==> src/rtl/player_pkg.sv <==
// Shared opcodes, direction codes, FSM states and the instruction-word builder
// for the player command scheduler.
package player_pkg;

  localparam logic [3:0] OP_NOP     = 4'h0;
  localparam logic [3:0] OP_HEAL    = 4'h1;
  localparam logic [3:0] OP_DAMAGE  = 4'h2;
  localparam logic [3:0] OP_ADD_ATK = 4'h3;
  localparam logic [3:0] OP_SET_ATK = 4'h4;
  localparam logic [3:0] OP_MOVE    = 4'h5;
  localparam logic [3:0] OP_SET_HP  = 4'h6;

  localparam logic [1:0] DIR_UP    = 2'd0;
  localparam logic [1:0] DIR_LEFT  = 2'd1;
  localparam logic [1:0] DIR_DOWN  = 2'd2;
  localparam logic [1:0] DIR_RIGHT = 2'd3;

  typedef enum logic [2:0] {
    ST_INIT_HP,
    ST_INIT_ATK,
    ST_GAP,
    ST_IDLE,
    ST_ISSUE,
    ST_MOVE
  } state_t;

  // Opcode in [15:12], operand in [11:4], low nibble always zero.
  function automatic logic [15:0] make_instr(input logic [3:0] op, input logic [7:0] operand);
    return {op, operand, 4'h0};
  endfunction

endpackage

==> src/rtl/player_hold_timer.sv <==
// Down-counter that measures one 10 Hz period (MOVE_HOLD clk cycles) for a move.
// done is high while the count is zero; the scheduler only looks at it in MOVE.
module player_hold_timer
  import player_pkg::*;
#(
  parameter int MOVE_HOLD = 10_000_000
) (
  input  logic clk,
  input  logic rst,
  input  logic start,
  input  logic abort,
  output logic done
);

  localparam int W = $clog2(MOVE_HOLD);

  logic [W-1:0] count;

  // Loaded with MOVE_HOLD-1 on the edge the move opcode first appears,
  // so done rises in the last held cycle.
  always_ff @(posedge clk) begin
    if (rst) begin
      count <= '0;
    end else if (abort) begin
      count <= '0;
    end else if (start) begin
      count <= W'(MOVE_HOLD - 1);
    end else if (count != '0) begin
      count <= count - W'(1);
    end
  end

  assign done = (count == '0);

endmodule

==> src/rtl/player_cmd_sched.sv <==
// Owns the 16-bit instruction bus into the player datapath: runs the post-reset
// init sequence, then arbitrates revive/damage/heal/attack/move requesters.
module player_cmd_sched
  import player_pkg::*;
#(
  parameter int INIT_HP   = 50,
  parameter int INIT_ATK  = 10,
  parameter int MOVE_HOLD = 10_000_000
) (
  input  logic        clk,
  input  logic        rst,
  input  logic        dmg_valid,
  input  logic [7:0]  dmg_amount,
  output logic        dmg_ready,
  input  logic        heal_valid,
  input  logic [7:0]  heal_amount,
  output logic        heal_ready,
  input  logic        atk_valid,
  input  logic        atk_set,
  input  logic [7:0]  atk_value,
  output logic        atk_ready,
  input  logic        move_valid,
  input  logic [1:0]  move_dir,
  output logic        move_ready,
  input  logic        revive_valid,
  output logic        revive_ready,
  input  logic        is_death,
  output logic [15:0] instruction,
  output logic        init_done
);

  localparam logic [7:0] HP8  = 8'(INIT_HP);
  localparam logic [7:0] ATK8 = 8'(INIT_ATK);

  state_t      state, state_next;
  logic [15:0] instr_next;
  logic        init_next;
  logic        hold_start, hold_abort, hold_done;

  player_hold_timer #(.MOVE_HOLD(MOVE_HOLD)) u_hold (
    .clk   (clk),
    .rst   (rst),
    .start (hold_start),
    .abort (hold_abort),
    .done  (hold_done)
  );

  always_ff @(posedge clk) begin
    if (rst) begin
      state       <= ST_INIT_HP;
      instruction <= '0;
      init_done   <= 1'b0;
    end else begin
      state       <= state_next;
      instruction <= instr_next;
      init_done   <= init_next;
    end
  end

  always_comb begin
    state_next   = state;
    instr_next   = make_instr(OP_NOP, 8'h00);
    init_next    = init_done;
    hold_start   = 1'b0;
    hold_abort   = 1'b0;
    dmg_ready    = 1'b0;
    heal_ready   = 1'b0;
    atk_ready    = 1'b0;
    move_ready   = 1'b0;
    revive_ready = 1'b0;
    case (state)
      ST_INIT_HP: begin
        instr_next = make_instr(OP_SET_HP, HP8);
        state_next = ST_INIT_ATK;
      end
      ST_INIT_ATK: begin
        instr_next = make_instr(OP_SET_ATK, ATK8);
        state_next = ST_GAP;
      end
      ST_GAP: begin
        init_next  = 1'b1;
        state_next = ST_IDLE;
      end
      ST_IDLE: begin
        // While dead only revive may proceed; without death revive is never granted.
        if (!rst) begin
          if (is_death) begin
            if (revive_valid) begin
              revive_ready = 1'b1;
              instr_next   = make_instr(OP_SET_HP, HP8);
              state_next   = ST_ISSUE;
            end
          end else if (dmg_valid) begin
            dmg_ready  = 1'b1;
            instr_next = make_instr(OP_DAMAGE, dmg_amount);
            state_next = ST_ISSUE;
          end else if (heal_valid) begin
            heal_ready = 1'b1;
            instr_next = make_instr(OP_HEAL, heal_amount);
            state_next = ST_ISSUE;
          end else if (atk_valid) begin
            atk_ready  = 1'b1;
            instr_next = make_instr(atk_set ? OP_SET_ATK : OP_ADD_ATK, atk_value);
            state_next = ST_ISSUE;
          end else if (move_valid) begin
            move_ready = 1'b1;
            hold_start = 1'b1;
            instr_next = make_instr(OP_MOVE, {6'b0, move_dir});
            state_next = ST_MOVE;
          end
        end
      end
      ST_ISSUE: begin
        state_next = ST_IDLE;
      end
      ST_MOVE: begin
        if (is_death) begin
          hold_abort = 1'b1;
          state_next = ST_IDLE;
        end else if (hold_done) begin
          state_next = ST_IDLE;
        end else begin
          instr_next = instruction;
        end
      end
      default: begin
        state_next = ST_INIT_HP;
      end
    endcase
  end

endmodule
==> config.mk <==
export PLATFORM = sky130hd
export DESIGN_NAME = player_cmd_sched
export DESIGN_NICKNAME = d
export VERILOG_FILES = /design/src/rtl/player_pkg.sv /design/src/rtl/player_hold_timer.sv /design/src/rtl/player_cmd_sched.sv
export SDC_FILE = /design/constraint.sdc
export NUM_CORES = 1
export LEC_CHECK = 0
export CORE_UTILIZATION = 50
export DETAILED_ROUTE_END_ITERATION = 8
export GPL_ROUTABILITY_DRIVEN = 0
export PLACE_DENSITY_LB_ADDON = 0.05
export SETUP_SLACK_MARGIN = 0.1
export SYNTH_ARGS = -nofsm -noshare
export SYNTH_HDL_FRONTEND = slang
export SYNTH_SLANG_ARGS = --single-unit
==> constraint.sdc <==
create_clock -name clk -period 2.6 [get_ports clk]
set_input_delay 0.52 -clock clk [delete_from_list [all_inputs] [get_ports clk]]
set_output_delay 0.52 -clock clk [all_outputs]
set_load 0.02 [all_outputs]
==> run summary, run 1 <==
status -> complete, no violations
CP max stage delay -> 0.48 ns
CTS tree -> yes
area leader, netlist -> dfxtp_1
total wire length -> 6430 um
max-cap viol count -> 0
DRT Pass-1 Iters -> 4
crit-path max FO -> 2
CP arrival -> 1.93 ns
Peak supply drop -> 513 uV
Total GRT Usage -> 26.3%
setup bufs post-CTS -> 0
1st-iter DRT viols -> 154
Final Skew -> 0.00805 ns
WL/cell -> 15.1 um
TritonCTS Buffers -> 5
RSZ-0062 raised after global routing -> false
post-detail-place hpwl -> 4780 um
gr ovfl total -> 0
worst r2r src -> u_hold.count[0]
Sw Share -> 44.9%
pwr dens -> 992 nW/um^2
Clock transition at path regs -> 0.08 ns
final core occ -> 67.5%
buffer and inverter count on the worst path -> 3
hold_sp -> instruction[7]
minimum clock period -> 2.45 ns
area share of the largest cell type after synthesis -> 31.6%
vias per cell -> 5.88
via count -> 2510
internal power -> 1.74 mW
Leak Pwr -> 1.23 nW
EDFF count, synth -> 0
initial antenna violation count -> 0
cells after synthesis -> 297
area grow syn2layout -> 29.1%
H-tree depth -> 2
Worst path top cell family by delay -> simple AND/OR/NAND/NOR gates
critical path launch point type -> primary input
Slew Viols, Final -> 0
Clock Path Buffers -> 2
register area share after synthesis -> 31.6%
ANT cells -> 0
Synth area leaders -> dfxtp_1 (32%), mux2i_1 (3.6%), or3_1 (3.3%)
WS Path Type -> in -> out
Residual DRC -> 0
Clock power frac -> 13.2%
CP endpoint kind -> primary output
cells along the critical path -> clkdlybuf4s50_1 -> or3b_4 -> or3_4 -> clkinv_4 -> buf_4
Starting Density -> 52.3%
slowest CP cell -> clkdlybuf4s50_1
Yosys Warn Count -> 0
hold buffer count at cts -> 0
ratio of final minimum period to clock period -> 94.4%
Final Net Count -> 397
Netlist cell types -> 63
slew margin rel. -> 61.1%
Hold Crit Class -> reg -> reg
vias in the first global route -> 2364
layout cell share with drive strength beyond 1 -> 14.4%
die area -> 5230 sq um
first-pass GRT wire length -> 10800 um
DIE WIDTH -> 72.3 um
sequential power share -> 30.9%
combinational share of power -> 55.9%
syn avg cell area -> 8.32 sq um
top_reg_cell synth -> dfxtp_1
FF+latch count, synth -> 39
final hold violation count -> 0
die height -> 72.3 um
clk sink count -> 39
CP required -> 2.08 ns
setup TNS -> 0 ns
row count -> 25
Synth Cell Area -> 2470 sq um
switching pwr -> 1.42 mW
Ports -> 57
Final setup viols -> 0
most common cell after layout, fill and taps aside -> clkdlybuf4s50_1
Cell Area, Placed -> 3110 sq um
clock root buffer -> clkbuf_8
Post-DRT Antenna Nets -> 0
Worst Tran Pin Value -> 0.578 ns
CP Launch Point -> move_valid
fin area -> 3190 sq um
pin count of the biggest net entering global routing -> 19
PortBufs -> 51
most frequent cells in the layout -> clkdlybuf4s50_1 (46), dfxtp_1 (39), buf_4 (28), nor2_1 (18), inv_1 (16)
fmax -> 0.407 GHz
hold slack -> 0.470 ns
Core ar. -> 4720 sq um
Async SR Flop Fraction -> 0%
clk_lat worst skew -> 0.30 ns
-- power by group through the flow --
stage | Sequential (mW) | Clock, mW | Combinational (mW)
floorplan | 0.940 | 0 | 1.26
global placement | 0.979 | 0 | 1.73
CTS | 0.973 | 0.420 | 1.76
finish | 0.978 | 0.417 | 1.77
detailed placement | 0.986 | 0 | 1.75
global route | 1.01 | 0.450 | 1.96
-- registers in the layout, indices dropped and copies added (netlist names) --
register      flops
state             3
init_done         1
u_hold.count     24
instruction      11
-- layer usage --
layer / up-vias / part of all wire (%) / GRT usage [%]
met5: - / 0 / 0
met4: 0 / 1.2 / 11.3
met3: 8 / 6.2 / 6.11
met2: 79 / 48 / 43.9
met1: 1166 / 45 / 32.4
li1: 1257 / - / -
-- area by class of cell --
class                   count  area [sq um]
multi-input cells         219          1470
well taps                  67          83.8
flip-flops and latches     39           781
fillers                   401          1540
clock inverters             1          5.00
clock buffers               6          82.6
repair buffers             78           694
inverters                  17          68.8
-- repair_timing --
| action | 4_1_cts | 5_1_grt |
|---|---|---|
| pin swaps | 0 | 0 |
| gates resized for setup | 9 | 8 |
| setup endpoints to repair | 5 | 4 |
-- cells in the mapped netlist (all sizes together) (3+ instances only) --
cell and number:
nand3 13, a21oi 11, nor2b 6, nand2b 5, dfxtp 39, inv 16
a221o 3, nor2 18, o21ai 10, or2 4, o311ai 8, nor3 12
nand2 10, a22o 4, a22oi 3, nand4 6, nand3b 3, clkbuf 12
or4 8, or3 13, nor4 9, o32ai 4, a31oi 12, o31ai 10
mux2i 9, buf 14
-- cell families after synthesis --
family | synth area share [%]
compound gates | 25.0
other cells | 0.152
fa+ha+maj | 1.01
flops | 31.6
buf+inv | 9.57
simple gates | 29.0
mux | 3.65
-- path summary, 6_finish.rpt --
path | endpoint | slack, ns | cells after the start
worst min-delay path | instruction[7] | 0.47 | 1
worst max-delay path | move_ready | 0.15 | 5
worst max register to register | u_hold.count[1] | 0.33 | 7
worst min register to register | instruction[7] | 0.47 | 1
-- per-stage QoR --
step	power, mW	setup slack (ns)	std cells
CTS	3.15	0.0967	427
detailed placement	2.74	-0.359	420
finish	3.16	0.145	427
global placement	2.71	-0.335	420
global route	3.42	0.105	427
floorplan	2.20	0.389	301
Note: power is estimated with default switching activity, not from simulation.
==> run 2: changes to the inputs <==
--- a/config.mk
+++ b/config.mk
@@ -8,7 +8,7 @@
 export CORE_UTILIZATION = 50
 export DETAILED_ROUTE_END_ITERATION = 8
 export GPL_ROUTABILITY_DRIVEN = 0
-export PLACE_DENSITY_LB_ADDON = 0.05
+export PLACE_DENSITY = 0.91
 export SETUP_SLACK_MARGIN = 0.1
 export SYNTH_ARGS = -nofsm -noshare
 export SYNTH_HDL_FRONTEND = slang
==> run summary, run 2 (same netlist as run 1, synthesis figures left out) <==
Ports -> 57
RSZ-0062 raised after global routing -> true
via count -> 2550
Setup WS pre-CTS -> -0.384 ns
max reg flops -> 24
total wire length -> 6670 um
hold buffer count at cts -> 0
final core occ -> 67.6%
area of the multi-input gates -> 1480 sq um
TritonCTS Buffers -> 5
dpl cells -> 418
Worst Tran Pin Value -> 0.643 ns
slowest CP cell -> clkdlybuf4s50_1
most common cell after layout, fill and taps aside -> clkdlybuf4s50_1
WS Path Type -> in -> out
CP max stage delay -> 0.48 ns
hold slack -> 0.482 ns
initial antenna violation count -> 0
cells along the critical path -> clkdlybuf4s50_1 -> or3b_4 -> or3_4 -> clkinv_4 -> buf_4
vias in the first global route -> 2440
post-detail-place hpwl -> 4920 um
Post-DRT Antenna Nets -> 0
PortBufs -> 51
row count -> 25
clk_lat worst skew -> 0.30 ns
CP endpoint kind -> primary output
Residual DRC -> 0
Top Registers -> u_hold.count (24), instruction (11), state (3)
first-pass GRT wire length -> 11200 um
Reg area -> 781 sq um
status -> complete, no violations
die area -> 5230 sq um
most frequent cells in the layout -> clkdlybuf4s50_1 (45), dfxtp_1 (39), buf_4 (26), nor2_1 (17), inv_1 (16)
clk sink count -> 39
ratio of final minimum period to clock period -> 94.8%
1st-iter DRT viols -> 189
Clock transition at path regs -> 0.08 ns
Top reg by flops -> u_hold.count
Final setup viols -> 0
layout cell share with drive strength beyond 1 -> 14.8%
slew margin rel. -> 56.8%
Slew Viols, Final -> 0
WL/cell -> 15.7 um
minimum clock period -> 2.47 ns
area grow syn2layout -> 29.2%
pin count of the biggest net entering global routing -> 19
die height -> 72.3 um
Hold Crit Class -> reg -> reg
Filler cells -> 371
fmax -> 0.406 GHz
vias per cell -> 5.99
max-cap viol count -> 0
Total GRT Usage -> 27.2%
Leak Pwr -> 1.24 nW
Finished Layout Cells -> 426
H-tree depth -> 2
ANT cells -> 0
Starting Density -> 52.3%
CP required -> 2.08 ns
Core ar. -> 4720 sq um
final hold violation count -> 0
crit-path max FO -> 2
PnR worst setup slack -> 0.135 ns
CTS tree -> yes
Peak supply drop -> 465 uV
DRT Pass-1 Iters -> 4
pwr dens -> 1000 nW/um^2
clock root buffer -> clkbuf_8
Final Skew -> 0.00939 ns
Final Net Count -> 395
critical path launch point type -> primary input
DIE WIDTH -> 72.3 um
Clock Path Buffers -> 2
gr ovfl total -> 0
CP arrival -> 1.95 ns
setup TNS -> 0 ns
[run 2: changes by cell type in the layout (fill, tap and decap cells not counted), sizes merged]
cell / previous run / this run
dlymetal6s2s: 0 / 1
dlygate4sd2: 1 / 0
clkinv: 2 / 1
clkbuf: 9 / 11
buf: 28 / 27
clkdlybuf4s50: 46 / 45
[run 2: where the power goes]
group          total [mW]  switching (mW)  leakage (nW)  internal [mW]
clock               0.460           0.218        0.0515          0.242
combinational        1.75            1.02         0.865          0.727
sequential          0.985           0.208         0.320          0.777
total                3.20            1.45          1.24           1.75
[run 2: path summary, 6_finish.rpt]
path                        start         endpoint  slack (ns)  cells past startpoint
setup / recovery       move_valid       move_ready        0.13                      5
hold / removal     instruction[7]   instruction[7]        0.48                      1
setup reg to reg  u_hold.count[0]  instruction[12]        0.39                      7
hold reg to reg    instruction[7]   instruction[7]        0.48                      1
[run 2: layer usage]
metal / share of wire, % / global-route usage, % / vias up
li1: - / - / 1251
met4: 1.6 / 9.59 / 0
met1: 44 / 33.2 / 1188
met5: 0 / 0 / -
met2: 48 / 46.9 / 101
met3: 6.6 / 5.97 / 10
[run 2: per-stage QoR]
step                power, mW  area [sq um]
floorplan                2.20          2480
global placement         2.63          3100
global route             3.43          3190
CTS                      3.17          3200
finish                   3.20          3190
detailed placement       2.71          3100
[run 2: critical path: cells and delay by family]
| family | cells | cell delay, ns |
|---|---|---|
| buffers and inverters | 3 | 0.67 |
| and+or+nand+nor | 2 | 0.76 |
[run 2: cell type report]
cell class	instances	share of cell area, %
Clock buffer	8	3.14
Inverter	17	2.16
Multi-Input combinational cell	219	46.4
Sequential cell	39	24.5
Tap cell	67	2.63
Timing Repair Buffer	76	21.2
[run 2: timing repair]
item                                    4_1_cts  5_1_grt
setup buffers                                 0        0
pin swaps                                     0        0
endpoints found under the hold margin         0        0
gates resized for setup                      14       10
endpoints found under the setup margin        5        5
